==> src/rtl/pipe_adder.sv <==
// pipe_adder: pipelined carry-ripple adder, one SEG-bit segment per stage.
// The carry and the not-yet-added operand bits move down the pipeline with
// each result. A valid/ready handshake on both sides gives full throughput
// and backpressure. Latency is NSEG cycles, counting the accept edge.
// Optional feature: define PIPE_ADDER_OVF_EN to add the signed-overflow
// output ovf, which is aligned with sum.
// WIDTH must be a multiple of SEG.
module pipe_adder #(
  parameter int WIDTH = 32,
  parameter int SEG   = 8
) (
  input  logic             clk,
  input  logic             rst,
  input  logic             in_valid,
  output logic             in_ready,
  input  logic [WIDTH-1:0] a,
  input  logic [WIDTH-1:0] b,
  input  logic             cin,
  output logic             out_valid,
  input  logic             out_ready,
  output logic [WIDTH-1:0] sum,
  output logic             cout
`ifdef PIPE_ADDER_OVF_EN
  ,
  output logic             ovf
`endif
);

  localparam int NSEG = WIDTH / SEG;

  // Per-stage registers. The operand registers hold the unadded upper bits,
  // shifted down so that the next segment always sits at [SEG-1:0]. The sum
  // register fills from the top, one segment per stage.
  logic [NSEG-1:0]  v_q, v_d;
  logic [NSEG-1:0]  c_q, c_d;
  logic [WIDTH-1:0] a_q [NSEG];
  logic [WIDTH-1:0] a_d [NSEG];
  logic [WIDTH-1:0] b_q [NSEG];
  logic [WIDTH-1:0] b_d [NSEG];
  logic [WIDTH-1:0] s_q [NSEG];
  logic [WIDTH-1:0] s_d [NSEG];

  // Values presented to the input of each stage.
  logic [WIDTH-1:0] op_a [NSEG];
  logic [WIDTH-1:0] op_b [NSEG];
  logic [WIDTH-1:0] op_s [NSEG];
  logic [NSEG-1:0]  op_c, op_v;
  logic [SEG:0]     seg_sum [NSEG];

  // Stage k loads when it is empty or when its content moves on.
  logic [NSEG-1:0]  load_en;

  function automatic logic [SEG:0] seg_add(input logic [SEG-1:0] x,
                                           input logic [SEG-1:0] y,
                                           input logic           ci);
    return {1'b0, x} + {1'b0, y} + {{SEG{1'b0}}, ci};
  endfunction

  // Load-enable chain, combinational from out_ready back to in_ready.
  always_comb begin
    // NOTE: every bit gets a default first, so no path can infer a latch.
    load_en          = '0;
    load_en[NSEG-1]  = !v_q[NSEG-1] || out_ready;
    for (int k = NSEG - 2; k >= 0; k--) begin
      load_en[k] = !v_q[k] || load_en[k+1];
    end
  end

  // Stage inputs: stage 0 sees the ports, stage k sees register k-1.
  always_comb begin
    op_a[0] = a;
    op_b[0] = b;
    op_s[0] = '0;
    op_c[0] = cin;
    op_v[0] = in_valid;
    for (int k = 1; k < NSEG; k++) begin
      op_a[k] = a_q[k-1];
      op_b[k] = b_q[k-1];
      op_s[k] = s_q[k-1];
      op_c[k] = c_q[k-1];
      op_v[k] = v_q[k-1];
    end
  end

  // Per-stage segment add. This also computes the next skew/sum register values.
  always_comb begin
    for (int k = 0; k < NSEG; k++) begin
      seg_sum[k] = seg_add(op_a[k][SEG-1:0], op_b[k][SEG-1:0], op_c[k]);
      s_d[k]     = (op_s[k] >> SEG) |
                   (WIDTH'(seg_sum[k][SEG-1:0]) << (WIDTH - SEG));
      a_d[k]     = op_a[k] >> SEG;
      b_d[k]     = op_b[k] >> SEG;
      c_d[k]     = seg_sum[k][SEG];
      v_d[k]     = op_v[k];
    end
  end

  // Pipeline registers. A stalled stage holds. Data is loaded only with a
  // valid item, so a result stays put even after it drains.
  always_ff @(posedge clk or posedge rst) begin
    if (rst) begin
      // NOTE: the data registers are cleared as well, so sum/cout read 0 after reset.
      v_q <= '0;
      c_q <= '0;
      for (int k = 0; k < NSEG; k++) begin
        a_q[k] <= '0;
        b_q[k] <= '0;
        s_q[k] <= '0;
      end
    end else begin
      for (int k = 0; k < NSEG; k++) begin
        if (load_en[k]) begin
          // NOTE: state updates are non-blocking, so all stages shift on the same edge.
          v_q[k] <= v_d[k];
          if (v_d[k]) begin
            c_q[k] <= c_d[k];
            a_q[k] <= a_d[k];
            b_q[k] <= b_d[k];
            s_q[k] <= s_d[k];
          end
        end
      end
    end
  end

`ifdef PIPE_ADDER_OVF_EN
  logic ovf_q, ovf_d;

  // Signed overflow from the sign bits. These reach the last stage as the
  // top bit of its segment.
  always_comb begin
    ovf_d = (op_a[NSEG-1][SEG-1] == op_b[NSEG-1][SEG-1]) &&
            (seg_sum[NSEG-1][SEG-1] != op_a[NSEG-1][SEG-1]);
  end

  // Overflow register. It moves with the last stage, so it stays aligned with sum.
  always_ff @(posedge clk or posedge rst) begin
    if (rst) begin
      ovf_q <= 1'b0;
    end else if (load_en[NSEG-1] && v_d[NSEG-1]) begin
      ovf_q <= ovf_d;
    end
  end

  assign ovf = ovf_q;
`endif

  assign in_ready  = load_en[0];
  assign out_valid = v_q[NSEG-1];
  assign sum       = s_q[NSEG-1];
  assign cout      = c_q[NSEG-1];

endmodule

==> config.mk <==
export PLATFORM = sky130hd
export DESIGN_NAME = pipe_adder
export DESIGN_NICKNAME = d
export VERILOG_FILES = /design/src/rtl/pipe_adder.sv
export SDC_FILE = /design/constraint.sdc
export NUM_CORES = 1
export LEC_CHECK = 0
export BUFFER_PORTS_ARGS = -buffer_cell sky130_fd_sc_hd__buf_2
export CAP_MARGIN = 30
export CORE_MARGIN = 2
export CORE_UTILIZATION = 35
export CTS_CLUSTER_SIZE = 16
export DETAILED_ROUTE_END_ITERATION = 10
export MAX_ROUTING_LAYER = met4
export PLACE_DENSITY = 0.57
export SETUP_SLACK_MARGIN = 0.05
export SLEW_MARGIN = 0
export SYNTH_ARGS = -nofsm -noshare
export SYNTH_HDL_FRONTEND = slang
export SYNTH_SLANG_ARGS = --single-unit
==> constraint.sdc <==
create_clock -name clk -period 6.95 [get_ports clk]
set_clock_uncertainty 0.15 [all_clocks]
set_input_delay 1.39 -clock clk [delete_from_list [all_inputs] [get_ports clk]]
set_output_delay 1.39 -clock clk [all_outputs]
set_load 0.005 [all_outputs]
# == Word level (Yosys, flattened, before mapping) ==
# Cells that the tools add are included.
# word_totals
regBits,208
inputBits,69
out_inout_bits,35
# classes
n_addsub,8
bitwise,3
reduce_logical,12
# op_table
op,count
$or A24 B32 Y32,3
$add A8 B8 Y9,4
$add A9 B1 Y9,4
$reduce_and A2 Y1,4
$logic_not A1 Y1,4
$logic_or A1 B1 Y1,4

# == Longest topological paths before layout ==
# logic_depth
word_depth,6
depth_mapped,6

# == Least setup slack after synthesis ==
# No wires, ideal clock.
# synth_path
path_kind,input -> output
from,input port out_ready
to,output port in_ready
t_arrival_ns,1.842
required_ns,5.410
setup_slack_ns,3.568
stages,3
n_path_buf,1
path_cell_list,and4b_1 -> buf_2 -> nand2_1
# synth_via
elab_chain_cells,4
# synth_lines
item,line_no,text
"start, declared",20,"input logic out_ready,"
$logic_or A1 B1 Y1,63,load_en[NSEG-1] = !v_q[NSEG-1] || out_ready;
$logic_or A1 B1 Y1 (3 in series),65,load_en[k] = !v_q[k] || load_en[k+1];
"end, declared",15,"output logic in_ready,"
# No other way between the ends.

# == Final worst setup path ==
# Ends and elaborated chain as after synthesis.

==> results.toml <==
[run_status]
status = "completed"

[cts]
clock_insertion_delay_worst_skew_ps = 440
clock_sinks = 184
numCtsBuffers = 17
cts.root.buffer_cell = "sky130_fd_sc_hd__clkbuf_16"
clk_transition_reported_paths_ps = 70
ctsHtreeMaxLevel = 4
post_cts_buffers = 0
cts_tree = "done"
cts.hold.buffers_added = 0
postCtsResizedCells = 0
clk_path_buf_depth = 2

[synthesis]
synth_area_mm2 = 0.00820
synth.mux.area_fraction_pct = 0
synth_compound_gate_area_share_pct = 8.35
syn_area_per_cell_um2 = 9.04
synth-edff-count = 0
synthesis.yosys.warnings = 0
synth.yosys.seq_area_share_pct = 56.2
dominantRegCellSynth = "sky130_fd_sc_hd__dfrtp_1"
net_count_after_synthesis = 1012
yosys-top-cells-area = "sky130_fd_sc_hd__dfrtp_1 56%, sky130_fd_sc_hd__nand2_1 22%, sky130_fd_sc_hd__ha_1 4.3%"
synth_seq_cells = 184
yosys.area_share.adder_pct = 6.23
synthDominantAreaCellType = "sky130_fd_sc_hd__dfrtp_1"
yosys.area_share.xor_xnor_pct = 0.962
synth_cells = 907
area_share_of_the_largest_cell_type_after_synthesis_pct = 56.2
synth_top_family_by_area = "simple AND/OR/NAND/NOR gates"
synth_cell_type_count = 55
synthArstFlopShare_pct = 100
synthSimpleGateAreaFrac_pct = 26.0

[final_layout]
most_common_cell_after_layout_fill_and_taps_aside = "sky130_fd_sc_hd__nand2_1"
layout_common_cells = "490 x sky130_fd_sc_hd__nand2_1, 184 x sky130_fd_sc_hd__dfrtp_1, 103 x sky130_fd_sc_hd__buf_2"
layout.nets = 1108
syn_to_final_growth_pct = 18.1
finalInstanceArea_mm2 = 0.00968
post_route_cells_drive_above_1_share_pct = 15.2
final_cells = 1337

[placement]
gp_congestion = 0.792
number_of_buffers_inserted_by_port_buffering = 103
place_worst_setup_slack_ps = 3110
dp.final_hpwl_mm = 12.5
postPlaceCellArea_mm2 = 0.00908
dp.cells = 1303

[global_route]
grt_pass1_vias = 6051
grt_max_degree = 124
grt_antenna_before_repair = 2
first_pass_grt_wire_length_mm = 30.0
gr-max-usage-layer = "met2"
gr-usage-all-layers_pct = 15.9
overflow = 0
global_route.usage.met2_pct = 24.9
grt_use_met3_pct = 3.83
grt.met1_usage_pct = 20.9

[setup_path]
path_buf_inv = 2
critPathMaxStageDelay_ps = 460
worstSetupEndpointType = "primary output"
cp.required_ps = 5410
worst_path_most_repeated_cell = "sky130_fd_sc_hd__buf_2"
ff2ff_path_depth = 6
setup.worst_path.start_class = "primary input"
cell_by_cell_trace_of_the_critical_path = "buf_2 -> and4b_1 -> nand2_1 -> buf_2"
worst_ep_arrival_time_ps = 2300
cp_slowest_cell = "sky130_fd_sc_hd__and4b_1"
critPathTopFamily = "simple AND/OR/NAND/NOR gates"
path_class = "in -> out"
crit_cells = 4
timing.critical_path.fanout_max = 5

[hold_path]
whs_path_depth = 2
hp-class = "reg -> reg"

[sta]
hold_viol_final = 0
fmax_ghz = 0.260
setup_viol = 0
least_margin_pin_slew_ps = 854
min_period_ps = 3840
setup_ws_ps = 3110
setup_repair_after_global_routing_missed_its_margin = "false"
post-route-period-util_pct = 55.3
finalMaxSlewViolations = 0
timing.setup.tns_ps = 0
max-slew-margin-rel_pct = 43.1

[detailed_routing]
wire_length_reported_by_the_detailed_router_mm = 18.1
number_of_nets_with_antenna_violations_after_detailed_routing = 0
detail_route.iter0.violations = 262
via_count = 6097
wl_per_cell_um = 13.5
post_drt_via_cell_ratio = 4.56
drt-pass1-iter-count = 4
drcViolationCount = 0

[pwr]
power_density_mw_per_mm2 = 353
ir_drop_mv = 0.151
static_power_due_to_leakage_uw = 0.00513

[floorplanning]
die-width_um = 157
pin_count = 104
fp.dieArea_mm2 = 0.0247
floorplan.die.height_um = 157
floorplan.initialDensity_pct = 35.2
rows = 56
coreArea_mm2 = 0.0233

[run]
drv_cap = 0
-- kinds of logic (layout without fill, tap and decap cells) --
kind of cell               after synthesis  after routing
and+or+nand+nor                        536            536
adders and majority gates               36             36
xor gates and xnor gates                 9              9
DFF                                    184            184
buffers and inverters                   44            153
other                                    0              2
AOI/OAI and AO/OA                       98             98
-- tightest hold or removal path: cells and delay by family (launching register included) --
family	cells	cell delay, ps
simple gates	2	100
flops	1	340
-- power by group --
group / internal, uW / switching (uW) / total [uW]
Sequential: 1380 / 183 / 1560
Combinational: 379 / 502 / 880
Clock: 516 / 458 / 974
Total: 2270 / 1140 / 3410
-- worst paths after layout --
kind,start,slack [ps],end
worst min-delay path,a_d[73]$_DFFE_PP0P_,320,a_d[33]$_DFFE_PP0P_
worst max-delay path,out_ready,3110,in_ready
min in group asynchronous,rst,960,sum[8]$_DFFE_PP0P_
worst max register to register,c_q[2]$_DFFE_PP0P_,4310,c_q[3]$_DFFE_PP0P_
worst min register to register,a_d[73]$_DFFE_PP0P_,320,a_d[33]$_DFFE_PP0P_
max in group asynchronous,rst,4290,b_q[39]$_DFFE_PP0P_
-- area by class of cell --
class,instances,area (um2)
timing repair buffer,112,616
inverter,9,41.3
antenna,2,5.00
fill,2380,13600
clock inverter,15,175
tap,319,399
clock buffer,17,425
multi-input combinational,679,3420
sequential,184,4600
-- cell usage after synthesis (all sizes together) (3+ instances only) --
cell type	instances
nand2	491
xor2	5
nor3	4
o31a	5
nor2b	4
o311ai	4
clkbuf	8
a211oi	5
a21oi	15
o21bai	3
nor4	3
a211o	3
nand3	4
inv	9
nor2	7
o211ai	7
xnor2	4
or3	3
a21o	5
fa	8
o31ai	8
ha	28
nand2b	5
o21ai	21
buf	27
dfrtp	184
o21a	8
or4	4
and2	3
-- registers in the layout, summed over array words and instances, names as in the netlist --
signal  flops
b_d        24
a_d        24
a_q        24
b_q        24
c_q         4
v_q         4
sum        32
op_s       48
-- layer usage --
layer	vias to the layer above	wire, um
met3	8	830
li1	3154	-
met4	0	124
met5	-	0
met2	94	8220
met1	2841	8890
-- per-stage QoR --
stage                     util (%)  hold slack [ps]  power [uW]
after floorplan                  -              280        2150
final                         41.6              316        3410
after global routing          41.6              339        3670
after global placement        38.8              296        2440
after detailed placement      39.0              301        2470
after CTS                     41.6              314        3460
Note: power is estimated with default switching activity, not from simulation.
